===== config.mk =====
export PLATFORM = sky130hd
export DESIGN_NAME = mem_arbiter
export DESIGN_NICKNAME = d
export VERILOG_FILES = /design/src/rtl/mem_arbiter.sv
export SDC_FILE = /design/constraint.sdc
export NUM_CORES = 1
export LEC_CHECK = 0
export CORE_ASPECT_RATIO = 1.75
export CORE_MARGIN = 4
export CORE_UTILIZATION = 35
export DETAILED_ROUTE_END_ITERATION = 6
export PLACE_DENSITY = 0.77
export SYNTH_ARGS = -nofsm -noshare
export SYNTH_HDL_FRONTEND = slang
export SYNTH_SLANG_ARGS = --single-unit

===== constraint.sdc =====
create_clock -name clk -period 10.9 [get_ports clk]
set_input_delay 3.27 -clock clk [delete_from_list [all_inputs] [get_ports clk]]
set_output_delay 3.27 -clock clk [all_outputs]
set_load 0.02 [all_outputs]

===== src/rtl/mem_arbiter.sv =====
// -----------------------------------------------------------------------------
// mem_arbiter
//   Shares one single-port synchronous RAM (registered read data, one-cycle
//   latency) between two bus masters, A (CPU) and B (secondary master).
//   At most one access is granted per cycle. Ties alternate between the
//   masters (round-robin). A master that asks for lock keeps ownership on
//   following cycles, up to MAX_BURST grants while the other master waits.
//
// Parameters
//   AW        RAM address width
//   DW        RAM data width
//   MAX_BURST consecutive owner grants allowed while the other master waits
//
// Ports
//   clk                  system clock, rising edge
//   reset                asynchronous, active-low reset
//   x_req/x_we/x_lock    request, write(1)/read(0), keep-ownership  (x = a, b)
//   x_addr/x_wdata       request address and write data
//   x_gnt                request accepted this cycle (combinational)
//   x_rvalid/x_rdata     read data return, one cycle after the read grant;
//                        x_rdata holds its last value while x_rvalid = 0
//   ram_we/ram_addr/ram_wdata  RAM command of the granted master
//   ram_rdata            registered RAM read data
//
// Optional build macro MEM_ARB_STATS_EN adds per-master stall counters
//   stats_clr            synchronous clear of both counters (beats increment)
//   a_stall_cnt/b_stall_cnt  saturating counts of cycles with req=1, gnt=0
// -----------------------------------------------------------------------------
module mem_arbiter #(
   parameter int AW        = 10,
   parameter int DW        = 16,
   parameter int MAX_BURST = 8
) (
   input  logic          clk,
   input  logic          reset,
   input  logic          a_req,
   input  logic          a_we,
   input  logic          a_lock,
   input  logic [AW-1:0] a_addr,
   input  logic [DW-1:0] a_wdata,
   output logic          a_gnt,
   output logic          a_rvalid,
   output logic [DW-1:0] a_rdata,
   input  logic          b_req,
   input  logic          b_we,
   input  logic          b_lock,
   input  logic [AW-1:0] b_addr,
   input  logic [DW-1:0] b_wdata,
   output logic          b_gnt,
   output logic          b_rvalid,
   output logic [DW-1:0] b_rdata,
   output logic          ram_we,
   output logic [AW-1:0] ram_addr,
   output logic [DW-1:0] ram_wdata,
   input  logic [DW-1:0] ram_rdata
`ifdef MEM_ARB_STATS_EN
   ,
   input  logic          stats_clr,
   output logic [15:0]   a_stall_cnt,
   output logic [15:0]   b_stall_cnt
`endif
);

   localparam logic [1:0] OWN_NONE = 2'd0;
   localparam logic [1:0] OWN_A    = 2'd1;
   localparam logic [1:0] OWN_B    = 2'd2;
   localparam logic [7:0] MAX_B    = 8'(MAX_BURST);

   logic [1:0]    owner_q, owner_d;
   logic [7:0]    burst_q, burst_d;
   logic          last_b_q, last_b_d;   // 1: B won the most recent grant
   logic          rd_vld_q, rd_vld_d;
   logic          rd_b_q, rd_b_d;       // source of the read in flight
   logic [DW-1:0] a_hold_q, a_hold_d;
   logic [DW-1:0] b_hold_q, b_hold_d;

   logic gnt_a, gnt_b;
   logic owner_req, other_req, owner_wins, win_lock;

   // The owner keeps the RAM unless it has used up its burst while the
   // other master is waiting.
   assign owner_req  = (owner_q == OWN_B) ? b_req : a_req;
   assign other_req  = (owner_q == OWN_B) ? a_req : b_req;
   assign owner_wins = (owner_q != OWN_NONE) && owner_req &&
                       ((burst_q < MAX_B) || !other_req);

   always_comb begin
      gnt_a = 1'b0;
      gnt_b = 1'b0;
      if (!reset) begin
         // no grants (and therefore no RAM writes) while held in reset
      end else if (owner_wins) begin
         gnt_a = (owner_q == OWN_A);
         gnt_b = (owner_q == OWN_B);
      end else if (a_req && !b_req) begin
         gnt_a = 1'b1;
      end else if (b_req && !a_req) begin
         gnt_b = 1'b1;
      end else if (a_req && b_req) begin
         gnt_a = last_b_q;
         gnt_b = !last_b_q;
      end
   end

   assign a_gnt     = gnt_a;
   assign b_gnt     = gnt_b;
   assign ram_we    = (gnt_a && a_we) || (gnt_b && b_we);
   assign ram_addr  = gnt_a ? a_addr  : (gnt_b ? b_addr  : '0);
   assign ram_wdata = gnt_a ? a_wdata : (gnt_b ? b_wdata : '0);
   assign win_lock  = gnt_a ? a_lock  : (gnt_b && b_lock);

   always_comb begin
      owner_d  = owner_q;
      burst_d  = burst_q;
      last_b_d = last_b_q;
      // Owner that dropped its request or was preempted loses ownership.
      if (!owner_wins) begin
         owner_d = OWN_NONE;
         burst_d = '0;
      end
      if (gnt_a || gnt_b) begin
         last_b_d = gnt_b;
         if (win_lock) begin
            if (owner_wins) begin
               if (other_req && (burst_q < MAX_B)) burst_d = burst_q + 8'd1;
            end else begin
               owner_d = gnt_b ? OWN_B : OWN_A;
               burst_d = '0;
            end
         end else begin
            owner_d = OWN_NONE;
            burst_d = '0;
         end
      end
   end

   assign rd_vld_d = (gnt_a && !a_we) || (gnt_b && !b_we);
   assign rd_b_d   = gnt_b;

   assign a_rvalid = rd_vld_q && !rd_b_q;
   assign b_rvalid = rd_vld_q && rd_b_q;
   assign a_rdata  = a_rvalid ? ram_rdata : a_hold_q;
   assign b_rdata  = b_rvalid ? ram_rdata : b_hold_q;
   assign a_hold_d = a_rdata;
   assign b_hold_d = b_rdata;

   always_ff @(posedge clk or negedge reset) begin
      if (!reset) begin
         owner_q  <= OWN_NONE;
         burst_q  <= '0;
         last_b_q <= 1'b1;
         rd_vld_q <= 1'b0;
         rd_b_q   <= 1'b0;
         a_hold_q <= '0;
         b_hold_q <= '0;
      end else begin
         owner_q  <= owner_d;
         burst_q  <= burst_d;
         last_b_q <= last_b_d;
         rd_vld_q <= rd_vld_d;
         rd_b_q   <= rd_b_d;
         a_hold_q <= a_hold_d;
         b_hold_q <= b_hold_d;
      end
   end

`ifdef MEM_ARB_STATS_EN
   logic [15:0] a_stall_q, a_stall_d;
   logic [15:0] b_stall_q, b_stall_d;

   always_comb begin
      a_stall_d = a_stall_q;
      b_stall_d = b_stall_q;
      if (stats_clr) begin
         a_stall_d = '0;
         b_stall_d = '0;
      end else begin
         if (a_req && !gnt_a && (a_stall_q != 16'hFFFF)) a_stall_d = a_stall_q + 16'd1;
         if (b_req && !gnt_b && (b_stall_q != 16'hFFFF)) b_stall_d = b_stall_q + 16'd1;
      end
   end

   always_ff @(posedge clk or negedge reset) begin
      if (!reset) begin
         a_stall_q <= '0;
         b_stall_q <= '0;
      end else begin
         a_stall_q <= a_stall_d;
         b_stall_q <= b_stall_d;
      end
   end

   assign a_stall_cnt = a_stall_q;
   assign b_stall_cnt = b_stall_q;
`endif

endmodule


==> flow_summary.ini, run 1 <==
[critical_path]
timing.rr.end = burst_q[0]
arrival_ns = 5.84
slowest_stage = clkdlybuf4s50_1
crit_path_end = ram_addr[8]
r2r_cells = 6
crit_top_cell = clkdlybuf4s50_1
r2r_slack_ns = 8.63
endpoint_kind = primary output
crit_fanout = 29
path_cells = clkdlybuf4s50_1 > a22oi_2 > a21o_1 > a31oi_4 > inv_2 > a22o_1 > clkdlybuf4s50_1
critPathRequiredTime_ns = 7.63
crit_type = input pin to primary output
rr_startpoint = owner_q[1]
cp-start-kind = input pin
cp_slowest_stage_delay_ns = 0.62
crit_start = a_req

[drt]
drc_errors = 0
drt_first_pass_iters = 4
drt_wl_total_mm = 6.300
drt-initial-drc-count = 37
wl_per_cell_um = 15.91
via_per_inst = 4.970
ant_nets = 0
vias = 1968

[power]
seq_power_share = 0.293
p_leak_nw = 1.532
irDropWorstVdd_uv = 97.63
combinationalPowerShare = 0.556
power_density_nw_per_um2 = 228.5
intPower_mw = 0.5534
p_sw_frac = 0.3568
p_clk_frac = 0.151
power_switching_mw = 0.3070

[synth]
synth_seq_cells = 45
ys_seq_area_frac = 0.5022
synthArstFlopShare = 1.000
syn_nets = 256
ys_types = 37
netlist_area_um2 = 2245
synth.avg_cell_area_um2 = 12.54
synthFlopType = dfrtp_1
synth_warnings = 0
synth_cells = 179
synth_enable_flop_cells = 0

[global_routing]
grt_pass1_wl_mm = 9.687
overflow = 0
grt_max_degree = 45
antenna_found_initial = 0
grtUsageTotal = 0.1648
grt_pass1_vias = 2146

[clock_tree]
cts_sinks = 45
postCtsHoldBufs = 0
numCtsBuffers = 5
tritoncts = done
clk_pin_slew_worst_paths_ns = 0.08
clk_path_buf_depth = 2
post_cts_buffers = 0
cts_resized = 0
clk-insertion-delay-late_ns = 0.29
cts-root-buf = clkbuf_8
htreeDepth = 2

[floorplanning]
die_w_um = 68.54
io-pin-count = 139
dieArea_um2 = 7809
die_h_um = 113.9
core_um2 = 6228
fp-row-count = 38
initial_core_util = 0.3604

[timing]
fin_setup_tns_ns = 0
setup-violations-final = 0
min_period_over_period = 0.8355
final.setup_skew_ns = 0.004958
hold_violations = 0
slew_violations = 0
timing.fmax_mhz = 109.8
min_period_ns = 9.107
tightest_slew_ns = 0.8981
rsz0062_at_grt = false
slew_headroom = 0.4013

[layout]
drive_above_1_share = 0.1646
areaGrowthSynthToFinish_pct = 67.73
final_nets = 392
final_area_um2 = 3765
fin_util = 0.6045
diodes = 0

[place]
numPortBuffers = 138
placed_area_um2 = 3645
dpl.hpwl_mm = 5.083
place_congestion = 0.8459

[run_status]
run_status = finished, final reports clean

[run]
maxCapViolations = 0

[hold_path]
hold_class = flop to flop
## placed cells by master (no fill, tap or decap), types with 2 or more instances in the layout
| master | count |
|---|---|
| a21boi_0 | 2 |
| a21oi_1 | 2 |
| a22o_1 | 27 |
| and2_1 | 2 |
| clkbuf_8 | 6 |
| clkdlybuf4s50_1 | 137 |
| dfrtp_1 | 44 |
| inv_1 | 5 |
| inv_2 | 2 |
| mux2_2 | 32 |
| mux2i_1 | 2 |
| nand2_1 | 11 |
| nand3_1 | 5 |
| nor2_1 | 4 |
| nor2b_1 | 2 |
| nor3b_1 | 5 |
| o211ai_1 | 2 |
| o21ai_0 | 2 |
| o21ai_1 | 2 |
| o22ai_1 | 2 |
## cells in the mapped netlist (3+ instances only)
master	instances	area, um^2
inv_1	5	18.77
mux2_2	32	360.4
clkbuf_1	3	11.26
nor2_1	4	15.01
nor3b_1	5	37.54
buf_6	6	67.56
nand2_1	11	41.29
dfrtp_1	44	1101
nand3_1	5	25.02
a22o_1	27	236.5
## worst min path at each step
stage | from | end | slack, ns | depth (start not counted)
after detailed placement | a_hold_q[4] | a_hold_q[4] | 0.48 | 1
after CTS | a_hold_q[4] | a_hold_q[4] | 0.50 | 1
after floorplan | last_b_q | last_b_q | 0.46 | 2
after global routing | b_hold_q[7] | b_hold_q[7] | 0.51 | 1
after global placement | a_hold_q[10] | a_hold_q[10] | 0.48 | 1
final | a_hold_q[4] | a_hold_q[4] | 0.50 | 1
## power by group through the flow
stage / Sequential [mW] / Combinational (mW) / Clock, mW
2_1_floorplan: 0.250 / 0.270 / 0
3_3_place_gp: 0.252 / 0.480 / 0
3_5_place_dp: 0.257 / 0.485 / 0
6_report: 0.252 / 0.478 / 0.130
5_1_grt: 0.259 / 0.512 / 0.142
4_1_cts: 0.253 / 0.485 / 0.136
## per-layer routing
| layer | track usage | vias up | wire length, um |
|---|---|---|---|
| met1 | 0.1598 | 907 | 2205 |
| met4 | 0.05843 | 0 | 107 |
| li1 | - | 930 | - |
| met2 | 0.3019 | 123 | 3252 |
| met5 | 0 | - | 0 |
| met3 | 0.06207 | 8 | 735 |
## worst max-delay path, delay by kind of cell
family / cells / cell delay (ns)
buffers and inverters: 3 / 1.48
AO/OA/AOI/OAI: 4 / 1.08
## metrics by stage
| step | power (mW) | setup WS, ns | instances | hold slack (ns) |
|---|---|---|---|---|
| floorplan | 0.5195 | 2.868 | 179 | 0.4631 |
| global placement | 0.7326 | 1.813 | 388 | 0.4765 |
| detailed placement | 0.7414 | 1.782 | 388 | 0.4815 |
| CTS | 0.8741 | 1.782 | 396 | 0.5018 |
| global route | 0.9124 | 1.639 | 396 | 0.5139 |
| finish | 0.8605 | 1.793 | 396 | 0.4979 |
## cell families (layout without fill, tap and decap cells)
logic type,Yosys count,count (layout),share of synthesized area
multiplexers,36,36,0.1823
AND/OR/NAND/NOR,33,33,0.07803
AO/OA/AOI/OAI,47,47,0.1828
buffers and inverters,17,154,0.04905
flip-flops,45,45,0.5022
adder cells (fa/ha/maj),1,1,0.005573
## flip-flops by register name (all words and copies together), names as in the netlist
register  flops
rd_b_q        1
b_hold_q     16
last_b_q      1
rd_vld_q      1
owner_q       2
burst_q       8
a_hold_q     16
## cell type report
type	instances	area, um^2
Clock buffer	6	82.58
Tap cell	80	100.1
Fill cell	513	2464
Multi-Input combinational cell	117	1007
Sequential cell	45	1127
Clock inverter	2	37.54
Timing Repair Buffer	139	1384
Inverter	7	26.28
(Power assumes the default switching activity.)
==> run 2, diff against run 1 <==
--- a/config.mk
+++ b/config.mk
@@ -7,9 +7,9 @@
 export LEC_CHECK = 0
 export CORE_ASPECT_RATIO = 1.75
 export CORE_MARGIN = 4
-export CORE_UTILIZATION = 35
+export CORE_UTILIZATION = 33
 export DETAILED_ROUTE_END_ITERATION = 6
-export PLACE_DENSITY = 0.77
+export PLACE_DENSITY = 0.76
 export SYNTH_ARGS = -nofsm -noshare
 export SYNTH_HDL_FRONTEND = slang
 export SYNTH_SLANG_ARGS = --single-unit
==> constraint.sdc (replaced) <==
create_clock -name clk -period 7.72 [get_ports clk]
set_input_delay 2.316 -clock clk [delete_from_list [all_inputs] [get_ports clk]]
set_output_delay 2.316 -clock clk [all_outputs]
set_load 0.02 [all_outputs]
==> run 2 against run 1 <==
  * Setup slack worse by 1.3 ns
  * Sequential power up 42%
  * Global-route usage down 1.6 points
  * Cell area increased by 1.5%
  * Clock skew barely moved
  * Critical endpoint unchanged
  * Clock power is 90% higher
  * Non-clock buffer count is the same
  * Final cell count up 0.51%
  * Die area rose by 5.5%
  * Worst hold slack got worse by 0.0024 ns
  * Clock-buffer cell count down 1
  * Largest cell class unchanged
  * Total power increased by 49%
==> flow_summary.ini, run 2 (same netlist as run 1, synthesis figures left out) <==
[run_status]
run_status = finished, final reports clean

[layout]
drive_above_1_share = 0.1646
mostFrequentLayoutCell = clkdlybuf4s50_1
diodes = 0
final_nets = 392
top_regs = a_hold_q: 16 flops, b_hold_q: 16 flops, burst_q: 8 flops
layout_common_cells = clkdlybuf4s50_1 (137), dfrtp_1 (44), mux2_2 (32)
areaGrowthSynthToFinish_pct = 70.29

[hold_path]
holdCritStartpoint = b_hold_q[7]
hold_depth = 1
hold_class = flop to flop
min_to = b_hold_q[7]

[clock_tree]
tritoncts = done
clk-insertion-delay-late_ns = 0.28
numCtsBuffers = 5
clk_path_buf_depth = 2
cts_sinks = 45
clk_pin_slew_worst_paths_ns = 0.06
cts-root-buf = clkbuf_16
post_cts_buffers = 0
cts_resized = 0
htreeDepth = 2
postCtsHoldBufs = 0

[global_routing]
overflow = 0
grt_pass1_wl_mm = 9.604
grt_max_degree = 46
grtUsageTotal = 0.1485
antenna_found_initial = 0
grt_pass1_vias = 2121

[floorplanning]
io-pin-count = 139
core_um2 = 6588
die_w_um = 70.35
initial_core_util = 0.3407
die_h_um = 117.1
dieArea_um2 = 8237
fp-row-count = 39

[timing]
fin_ws_ns = 0.4975
slew_violations = 0
min_period_ns = 7.223
rsz0062_at_grt = false
setup-violations-final = 0
min_period_over_period = 0.9356
slew_headroom = 0.4298
final.setup_skew_ns = 0.004487
hold_violations = 0
timing.fmax_mhz = 138.5
fin_setup_tns_ns = 0
tightest_slew_ns = 0.8554

[drt]
via_per_inst = 4.947
ant_nets = 0
drt_wl_total_mm = 6.155
drc_errors = 0
drt_first_pass_iters = 3
drt-initial-drc-count = 37
vias = 1969
wl_per_cell_um = 15.46

[critical_path]
critPathRequiredTime_ns = 5.40
cp-start-kind = input pin
rr_startpoint = owner_q[0]
timing.rr.end = burst_q[0]
r2r_slack_ns = 5.36
endpoint_kind = primary output
r2r_cells = 6
arrival_ns = 4.91
crit_type = input pin to primary output
crit_fanout = 29

[power]
power_density_nw_per_um2 = 334.7
irDropWorstVdd_uv = 161.3
p_leak_nw = 1.561
p_total_mw = 1.279

[place]
place_congestion = 0.8673
dpl.hpwl_mm = 5.075
numPortBuffers = 138
place_ws_ns = 0.4760

[run]
maxCapViolations = 0
==> run 2: cell types whose count changed in the layout (fill, tap and decap cells not counted), sizes merged <==
cell,change
clkbuf,-1
clkinv,+1
clkinvlp,-1
inv,+1
==> run 2: metrics by stage <==
stage                     hold WS, ns  utilization  instance area, um^2  instances
final                          0.4955       0.5802                 3822        398
after global routing           0.5081       0.5802                 3822        398
after CTS                      0.5013       0.5802                 3822        398
after detailed placement       0.4844       0.5537                 3647        390
after global placement         0.4779       0.5537                 3647        390
after floorplan                0.4631            -                 2245        179
==> run 2: area by class of cell <==
class | instances | area (um^2)
clock buffers | 5 | 125.1
flip-flops and latches | 45 | 1127
fillers | 592 | 2765
clock inverters | 3 | 50.05
well taps | 82 | 102.6
multi-input cells | 117 | 1007
repair buffers | 139 | 1384
inverters | 7 | 26.28
==> run 2: worst max path at each step <==
stage	startpoint	to	slack [ns]	cells past startpoint
floorplan	b_req	ram_addr[6]	1.60	7
finish	b_req	ram_addr[8]	0.50	7
global route	a_req	ram_addr[8]	0.35	7
CTS	b_req	ram_addr[8]	0.47	7
detailed placement	b_req	ram_addr[8]	0.48	7
global placement	a_req	ram_addr[8]	0.53	7
==> run 2: power breakdown <==
| part | total (mW) | switching (mW) | internal, mW |
|---|---|---|---|
| clock | 0.247 | 0.0917 | 0.155 |
| combinational | 0.675 | 0.329 | 0.346 |
| sequential | 0.357 | 0.0265 | 0.331 |
| total | 1.28 | 0.447 | 0.832 |
==> run 2: routing by layer <==
metal | up-vias | part of all wire | global-route usage | routed length, um
met3 | 6 | 0.13 | 0.06581 | 793
met2 | 120 | 0.51 | 0.2860 | 3162
met5 | - | 0 | 0 | 0
met4 | 0 | 0.015 | 0.04987 | 93
li1 | 934 | - | - | -
met1 | 909 | 0.34 | 0.1367 | 2106
==> run 2: worst max-delay path, cell delays in order <==
cell             delay, ns
clkdlybuf4s50_1       0.46
mux2_4                0.33
a21oi_4               0.28
mux2i_2               0.37
inv_2                 0.26
a22o_1                0.32
clkdlybuf4s50_1       0.55
